File: src/rtl/td4_sequencer_if.sv
// Host command port of the TD4 run-control sequencer.
// A command transfers on a rising clock edge where cmd_valid and cmd_ready are both high.
interface td4_sequencer_if;
  logic       cmd_valid;
  logic       cmd_ready;
  logic [2:0] cmd_op;
  logic [3:0] cmd_addr;
  logic [7:0] cmd_data;

  modport master (output cmd_valid, output cmd_op, output cmd_addr, output cmd_data,
                  input  cmd_ready);
  modport slave  (input  cmd_valid, input  cmd_op, input  cmd_addr, input  cmd_data,
                  output cmd_ready);
endinterface

File: src/rtl/td4_sequencer.sv
// Run-control sequencer for the TD4 core: run/halt/step, program load and core reset.
// Define TD4_SEQ_BREAKPOINT_EN to build the PC breakpoint; otherwise SET_BP/CLR_BP act as NOPs.
module td4_sequencer #(
  parameter int CNT_W = 16
) (
  input  logic               clk,
  input  logic               rst,
  td4_sequencer_if.slave     cmd,
  input  logic [3:0]         pc_in,
  output logic               cpu_en,
  output logic               cpu_clr,
  output logic               prog_we,
  output logic [3:0]         prog_addr,
  output logic [7:0]         prog_data,
  output logic               halted,
  output logic               bp_hit,
  output logic               cmd_err,
  output logic [CNT_W-1:0]   cycles
);

  typedef enum logic [2:0] {
    OP_NOP, OP_RUN, OP_HALT, OP_STEP, OP_LOAD, OP_RSTCPU, OP_SET_BP, OP_CLR_BP
  } op_e;

  typedef enum logic [2:0] {
    S_IDLE, S_RUN, S_STEP, S_LOAD, S_RSTCPU
  } state_e;

  localparam logic [CNT_W-1:0] CYC_ONE = CNT_W'(1);

  state_e     state, state_nxt;
  op_e        op;
  logic       accept;
  logic       active;
  logic       block;
  logic       err_nxt;
  logic [4:0] remaining;

  assign op            = op_e'(cmd.cmd_op);
  assign active        = (state == S_RUN) || (state == S_STEP);
  assign cmd.cmd_ready = !rst && (active || state == S_IDLE);
  assign accept        = cmd.cmd_valid && cmd.cmd_ready;
  assign cpu_en        = active && !block;
  assign cpu_clr       = (state == S_RSTCPU);
  assign prog_we       = (state == S_LOAD);
  assign halted        = (state == S_IDLE);

  always_ff @(posedge clk or posedge rst) begin
    if (rst) state <= S_IDLE;
    else     state <= state_nxt;
  end

  always_comb begin
    state_nxt = state;
    err_nxt   = 1'b0;
    case (state)
      S_IDLE: begin
        if (accept) begin
          case (op)
            OP_RUN:    state_nxt = S_RUN;
            OP_STEP:   state_nxt = S_STEP;
            OP_LOAD:   state_nxt = S_LOAD;
            OP_RSTCPU: state_nxt = S_RSTCPU;
            default:   state_nxt = S_IDLE;
          endcase
        end
      end
      S_RUN, S_STEP: begin
        // While executing only HALT and NOP are meaningful; anything else is dropped loudly.
        if (accept && op != OP_HALT && op != OP_NOP)
          err_nxt = 1'b1;
        if (block || (accept && op == OP_HALT) ||
            (state == S_STEP && cpu_en && remaining == 5'd1))
          state_nxt = S_IDLE;
      end
      S_LOAD, S_RSTCPU: state_nxt = S_IDLE;
      default:          state_nxt = S_IDLE;
    endcase
  end

  always_ff @(posedge clk or posedge rst) begin
    if (rst) begin
      cmd_err   <= 1'b0;
      remaining <= 5'd0;
      prog_addr <= 4'd0;
      prog_data <= 8'd0;
      cycles    <= '0;
    end else begin
      cmd_err <= err_nxt;
      if (state == S_IDLE && accept && op == OP_STEP)
        remaining <= (cmd.cmd_data[3:0] == 4'd0) ? 5'd16 : {1'b0, cmd.cmd_data[3:0]};
      else if (state == S_STEP && cpu_en)
        remaining <= remaining - 5'd1;
      if (state == S_IDLE && accept && op == OP_LOAD) begin
        prog_addr <= cmd.cmd_addr;
        prog_data <= cmd.cmd_data;
      end
      if (state == S_RSTCPU)
        cycles <= '0;
      else if (cpu_en && cycles != '1)
        cycles <= cycles + CYC_ONE;
    end
  end

`ifdef TD4_SEQ_BREAKPOINT_EN
  logic       bp_en;
  logic       skip;
  logic [3:0] bp_addr;

  // skip lets a resumed RUN/STEP execute the instruction sitting on the breakpoint address.
  assign block = bp_en && (pc_in == bp_addr) && !skip;

  always_ff @(posedge clk or posedge rst) begin
    if (rst) begin
      bp_en   <= 1'b0;
      bp_addr <= 4'd0;
      skip    <= 1'b0;
      bp_hit  <= 1'b0;
    end else begin
      if (state == S_IDLE && accept) begin
        case (op)
          OP_RUN, OP_STEP: begin
            skip   <= 1'b1;
            bp_hit <= 1'b0;
          end
          OP_RSTCPU: bp_hit <= 1'b0;
          OP_SET_BP: begin
            bp_en   <= 1'b1;
            bp_addr <= cmd.cmd_addr;
          end
          OP_CLR_BP: bp_en <= 1'b0;
          default: ;
        endcase
      end else if (cpu_en) begin
        skip <= 1'b0;
      end
      if (active && block)
        bp_hit <= 1'b1;
    end
  end
`else
  logic unused_pc;

  assign unused_pc = ^pc_in;
  assign block     = 1'b0;
  assign bp_hit    = 1'b0;
`endif

endmodule

File: src/flat_wrapper.sv
// flat-port wrapper written by rule: the top's interface ports become plain ports
module td4_sequencer_flat 
#(
  parameter int CNT_W = 16
)
  (clk, rst, pc_in, cpu_en, cpu_clr, prog_we, prog_addr, prog_data, halted, bp_hit, cmd_err, cycles, cmd_cmd_valid, cmd_cmd_op, cmd_cmd_addr, cmd_cmd_data, cmd_cmd_ready);
  td4_sequencer_if cmd_i ();
  input  logic clk;
  input  logic rst;
  input  logic [3:0] pc_in;
  output logic cpu_en;
  output logic cpu_clr;
  output logic prog_we;
  output logic [3:0] prog_addr;
  output logic [7:0] prog_data;
  output logic halted;
  output logic bp_hit;
  output logic cmd_err;
  output logic [CNT_W-1:0] cycles;
  input wire logic [$bits(cmd_i.cmd_valid)-1:0] cmd_cmd_valid;
  input wire logic [$bits(cmd_i.cmd_op)-1:0] cmd_cmd_op;
  input wire logic [$bits(cmd_i.cmd_addr)-1:0] cmd_cmd_addr;
  input wire logic [$bits(cmd_i.cmd_data)-1:0] cmd_cmd_data;
  output wire logic [$bits(cmd_i.cmd_ready)-1:0] cmd_cmd_ready;
  assign cmd_i.cmd_valid = cmd_cmd_valid;
  assign cmd_i.cmd_op = cmd_cmd_op;
  assign cmd_i.cmd_addr = cmd_cmd_addr;
  assign cmd_i.cmd_data = cmd_cmd_data;
  assign cmd_cmd_ready = cmd_i.cmd_ready;
  td4_sequencer #(.CNT_W(CNT_W)) u_core (.clk(clk), .rst(rst), .cmd(cmd_i), .pc_in(pc_in), .cpu_en(cpu_en), .cpu_clr(cpu_clr), .prog_we(prog_we), .prog_addr(prog_addr), .prog_data(prog_data), .halted(halted), .bp_hit(bp_hit), .cmd_err(cmd_err), .cycles(cycles));
endmodule
File: config.mk
export PLATFORM = sky130hd
export DESIGN_NAME = td4_sequencer_flat
export DESIGN_NICKNAME = d
export VERILOG_FILES = /design/src/rtl/td4_sequencer_if.sv /design/src/rtl/td4_sequencer.sv /design/src/flat_wrapper.sv
export SDC_FILE = /design/constraint.sdc
export NUM_CORES = 1
export LEC_CHECK = 0
export ABC_CLOCK_PERIOD_IN_PS = 2200
export BUFFER_PORTS_ARGS = -buffer_cell sky130_fd_sc_hd__buf_2
export CORE_MARGIN = 4
export CORE_UTILIZATION = 52
export DETAILED_ROUTE_END_ITERATION = 6
export GPL_TIMING_DRIVEN = 1
export PLACE_DENSITY_LB_ADDON = 0.05
export SLEW_MARGIN = 20
export SYNTH_ARGS = -nofsm -noshare
export SYNTH_HDL_FRONTEND = slang
export SYNTH_SLANG_ARGS = --single-unit
File: constraint.sdc
create_clock -name clk -period 2.2 [get_ports clk]
set_input_delay 0.22 -clock clk [delete_from_list [all_inputs] [get_ports clk]]
set_output_delay 0.22 -clock clk [all_outputs]
set_load 0.03 [all_outputs]
Yosys cells after proc, flatten, opt, wreduce, memory -nomap -nowiden
Cells that the tools add are included.
{ "totals": {"inputBits": 22, "elab_cells": 55, "register_bits": 37} }
{ "classes": {"n_addsub": 2, "n_eq_ne": 14, "reduce_logical": 22, "n_mux": 11} }
{ "op_table": {"columns": ["op", "n"], "rows": [
  ["two-way mux 16 bit", 2],
  ["adder 16 x 1 -> 16 bit, second input constant", 1],
  ["!= test 16 bit, second input constant", 1],
  ["two-way mux 5 bit", 3],
  ["equality test 3 x 2 -> 1 bit, second input constant", 4],
  ["one-hot mux 3 bit (4 select lines)", 1],
  ["logical AND 1 bit", 11],
  ["equality test 3 bit, second input constant", 3],
  ["equality test 3 x 1 -> 1 bit, second input constant", 2],
  ["two-way mux 3 bit", 2],
  ["one-hot mux 3 bit (2 select lines)", 1],
  ["equality test 5 x 1 -> 1 bit, second input constant", 1],
  ["subtractor 5 x 1 -> 5 bit, second input constant", 1],
  ["logical NOT 4 bit", 1],
  ["!= test 2 x 1 -> 1 bit, second input constant", 2],
  ["nonzero test 2 bit", 2],
  ["logical NOT 3 bit", 1],
  ["logical OR 1 bit", 3],
  ["!= test 3 x 2 -> 1 bit, second input constant", 1],
  ["nonzero test 3 bit", 1],
  ["two-way mux 1 bit", 2],
  ["AND reduction 2 bit", 1],
  ["OR reduction 2 bit", 1],
  ["logical NOT 1 bit", 1]
]} }

Depth between registers and ports, before layout
{ "logic_depth": {"word_depth": 9, "ltp_mapped": 7, "depth_no_buf": 6} }

Least setup slack after synthesis
Ideal clock, no wire load.
{ "synth_path": {"path_kind": "flip-flop to flip-flop", "from": "reg u_core.state[2]", "to": "reg u_core.prog_addr[0]", "path_stages_with_launch": 8, "arrival_time_ps": 1855, "n_path_buf": 3, "path_slack_ps": 220, "setup_ps": 125, "required_ps": 2075, "cell_sequence": "dfrtp_1 -> buf_6 -> nor3b_4 -> nand2_2 -> or4b_4 -> buf_6 -> buf_12 -> mux2_4"} }
{ "synth_between": {"elab_chain_cells": 7, "word_cells_on_any_way": 9, "classes_between": "eq/ne: 2; reduce/logical: 7"} }
{ "synth_lines": {"columns": ["element", "line_no", "text"], "rows": [
  ["start, declared", "td4_sequencer.sv:31", "state_e state, state_nxt;"],
  ["start signal, assigned", "td4_sequencer.sv:50", "else state <= state_nxt;"],
  ["equality test 3 x 1 -> 1 bit / equality test 3 x 2 -> 1 bit (equally long branches)", "td4_sequencer.sv:40", "assign active = (state == S_RUN) || (state == S_STEP);"],
  ["logical OR 1 bit", "td4_sequencer.sv:40", null],
  ["logical OR 1 bit", "td4_sequencer.sv:41", "assign cmd.cmd_ready = !rst && (active || state == S_IDLE);"],
  ["logical AND 1 bit", "td4_sequencer.sv:41", null],
  ["logical AND 1 bit", "td4_sequencer.sv:42", "assign accept = cmd.cmd_valid && cmd.cmd_ready;"],
  ["logical AND 1 bit (*) (2 in series)", "td4_sequencer.sv:94", "if (state == S_IDLE && accept && op == OP_LOAD) begin"],
  ["end signal, assigned", "td4_sequencer.sv:95", "prog_addr <= cmd.cmd_addr;"],
  ["end, declared", "td4_sequencer.sv:13", "output logic [3:0] prog_addr,"]
]} }
Mark *: on every way between the ends. The rest lies on a longest branch, timed or not.
A chain may end at the register's enable or synchronous reset.

Final worst setup path
{ "layout_path": {"from": "reg u_core.state[2]", "to": "out cpu_clr"} }
{ "layout_between": {"elab_chain_cells": 1} }
{ "layout_lines": {"columns": ["element", "line_no", "text"], "rows": [
  ["equality test 3 bit", "td4_sequencer.sv:44", "assign cpu_clr = (state == S_RSTCPU);"],
  ["end, declared", "flat_wrapper.sv:12", "output logic cpu_clr;"]
]} }
Every way passes these cells.

==> impl_metrics.toml <==
[setup_path]
path_class = "reg -> out"
slowest_stage = "dfrtp_1"
cp_cell_sequence = "or3b_2 -> inv_1 -> buf_2"
end_kind = "primary output"
cp-start-kind = "register"
slowest_delay_ns = 0.54
cp.arrival_ns = 1.79
worstPathRequired_ns = 1.98
critPathMaxFanout = 10

[logic_synthesis]
syn-num-nets = 225
yosysTopAreaCellShare = 0.448
ys_ff_latch = 37
synth_edf_count = 0
synth.distinct_cells = 49
synth_warnings = 0
seq_area_frac_synth = 0.448
netlist_area_um2 = 2070
synth.avg_cell_area_um2 = 10.3
synth_cells = 200
synth.top_cells.by_area = "dfrtp_1 45%, mux2_4 6.5%, mux2i_1 4.4%, nand2_1 3.3%, and3_1 2.7%"
yosysTopAreaCell = "dfrtp_1"
async_flop_share = 1.00
ys.flop_type = "dfrtp_1"

[sta]
clock_skew_ns = 0.00644
worst_pin_slew_ns = 0.534
tns_ns = 0
slew_violations = 0
max_slew_margin = 0.641
rsz0062_at_grt = "no"
hold_viol_final = 0
finalCritPeriodShare = 0.913
setup_viol = 0
min_period_ns = 2.01
fmax_mhz = 498

[clock_network]
clk_latency_ns = 0.30
post_cts_buffers = 0
cts_sinks = 37
cts_root_buffer = "clkbuf_8"
postCtsHoldBufs = 0
cts_made_buffers = 5
cts_htree_levels = 2
cts_resized = 0
cts_tree = "yes"
cts_max_path_buffers = 2
clk_pin_slew_ns = 0.08

[global_routing]
overflow = 0
track_usage = 0.179
grt_max_degree = 38
grt_pass1_vias = 1525
antenna_found_initial = 0
grt_pass1_wl_um = 7220

[route]
route.detailed.drc = 0
drt-initial-drc-count = 111
avgViaCountPerCell = 5.67
drt_wl_total_um = 4300
wl_per_cell_um = 14.4
drt.antenna.violating_nets = 0
vias = 1695
first_pass_iters = 4

[final_layout]
drive_gt1_frac = 0.331
stdcell_area_um2 = 2440
final_common_cell = "buf_2"
areaGrowthSynthToFinish_pct = 18.1
nets = 275
layout_common_cells = "51 x buf_2, 37 x dfrtp_1, 18 x nand2_1, 13 x nor2_1"
antenna_cells = 0

[floorplan]
io_pins = 57
die_area_um2 = 5050
core_area_um2 = 3740
die_y_um = 71.1
rows = 22
fp.dieW_um = 71.1
initial_core_util = 0.552

[placement]
dpl-instance-area_um2 = 2330
port_buffers = 51
dp.final_hpwl_um = 3050
place_congestion = 0.767

[power_and_ir_drop]
ir_drop_mv = 0.648
leakage_nw = 1.29
power.density_nw_per_um2 = 1030
finalPower_mw = 2.52

[min_path]
hold_class = "in -> async"

[job]
cap_viol_max_count = 0

[run_status]
status = "finished, final reports clean"
-- cell families (layout without fill, tap and decap cells) --
kind of cell / count (synthesis) / count (layout) / synth area share
flip-flops: 37 / 37 / 0.448
adder cells (fa/ha/maj): 3 / 3 / 0.0182
multiplexers: 21 / 21 / 0.125
AO/OA/AOI/OAI: 29 / 29 / 0.0956
buffers and inverters: 18 / 69 / 0.0508
XOR/XNOR: 6 / 6 / 0.0254
AND/OR/NAND/NOR: 85 / 85 / 0.235
other: 1 / 1 / 0.00181
-- final cells by class --
cell class / instances / area (µm²)
Clock buffer: 5 / 68.8
Clock inverter: 3 / 46.3
Fill cell: 335 / 1300
Inverter: 7 / 26.3
Multi-Input combinational cell: 145 / 1040
Sequential cell: 37 / 926
Tap cell: 48 / 60.1
Timing Repair Buffer: 54 / 278
-- power by group --
group          leakage, nW  total (mW)  internal [mW]  switching, mW
logic                0.752       0.921          0.367          0.554
clock network       0.0543       0.592          0.339          0.253
registers            0.479        1.01          0.846          0.164
-- state kept, by name, summed over array words and instances (netlist names) --
name              flops
u_core.cycles        16
u_core.prog_data      8
u_core.remaining      5
u_core.prog_addr      4
u_core.state          3
u_core.cmd_err        1
-- path summary, 6_finish.rpt --
| kind | from | end | slack, ns | cells past startpoint |
|---|---|---|---|---|
| max | u_core.state[2] | cpu_clr | 0.19 | 3 |
| min in group clk | cmd_cmd_data[4] | u_core.prog_data[4] | 0.15 | 2 |
| min reg2reg | u_core.cycles[10] | u_core.cycles[10] | 0.50 | 1 |
| min | rst | u_core.cycles[2] | 0.08 | 3 |
| max in group asynchronous | rst | u_core.prog_addr[3] | 1.80 | 3 |
| max reg2reg | u_core.state[2] | u_core.remaining[2] | 0.21 | 4 |
-- worst max-delay path, delay by kind of cell (launching register included) --
kind	cells	cell delay (ns)
buffers and inverters	2	0.47
DFF	1	0.54
and+or+nand+nor	1	0.49
-- Yosys cell counts (2+ instances only) --
cell type,number
and3_1,9
nor2_1,13
nor2b_1,2
a21oi_1,8
or4_1,4
mux2_2,3
o41ai_1,2
o211ai_1,3
nand4_1,3
xnor2_1,5
o21ai_0,5
nand4b_1,2
clkbuf_1,5
nor4b_1,2
a31oi_1,2
nor4_1,2
buf_2,2
ha_1,3
mux2_4,9
nand3_1,8
nor3_1,5
and4_1,2
or3b_2,3
nand2_1,18
mux2i_1,9
dfrtp_1,37
inv_1,7
or3_1,3
buf_6,2
nand2b_1,3
-- per-layer routing --
metal	global-route usage	vias up	wire (µm)
met2	0.272	50	1980
met5	0	-	0
met3	0.0568	7	278
met1	0.239	816	1980
met4	0.0689	0	65
li1	-	822	-
-- through the flow --
stage               setup WS, ns  std cells  hold WS, ns  utilization
finish                     0.192        299       0.0773        0.652
global placement           0.216        291        0.429        0.622
detailed placement         0.197        291        0.412        0.622
floorplan                  0.220        200        0.292            -
global route              0.0898        299        0.124        0.652
CTS                        0.178        299       0.0833        0.652
No activity file was read; power rests on OpenSTA's default activity.
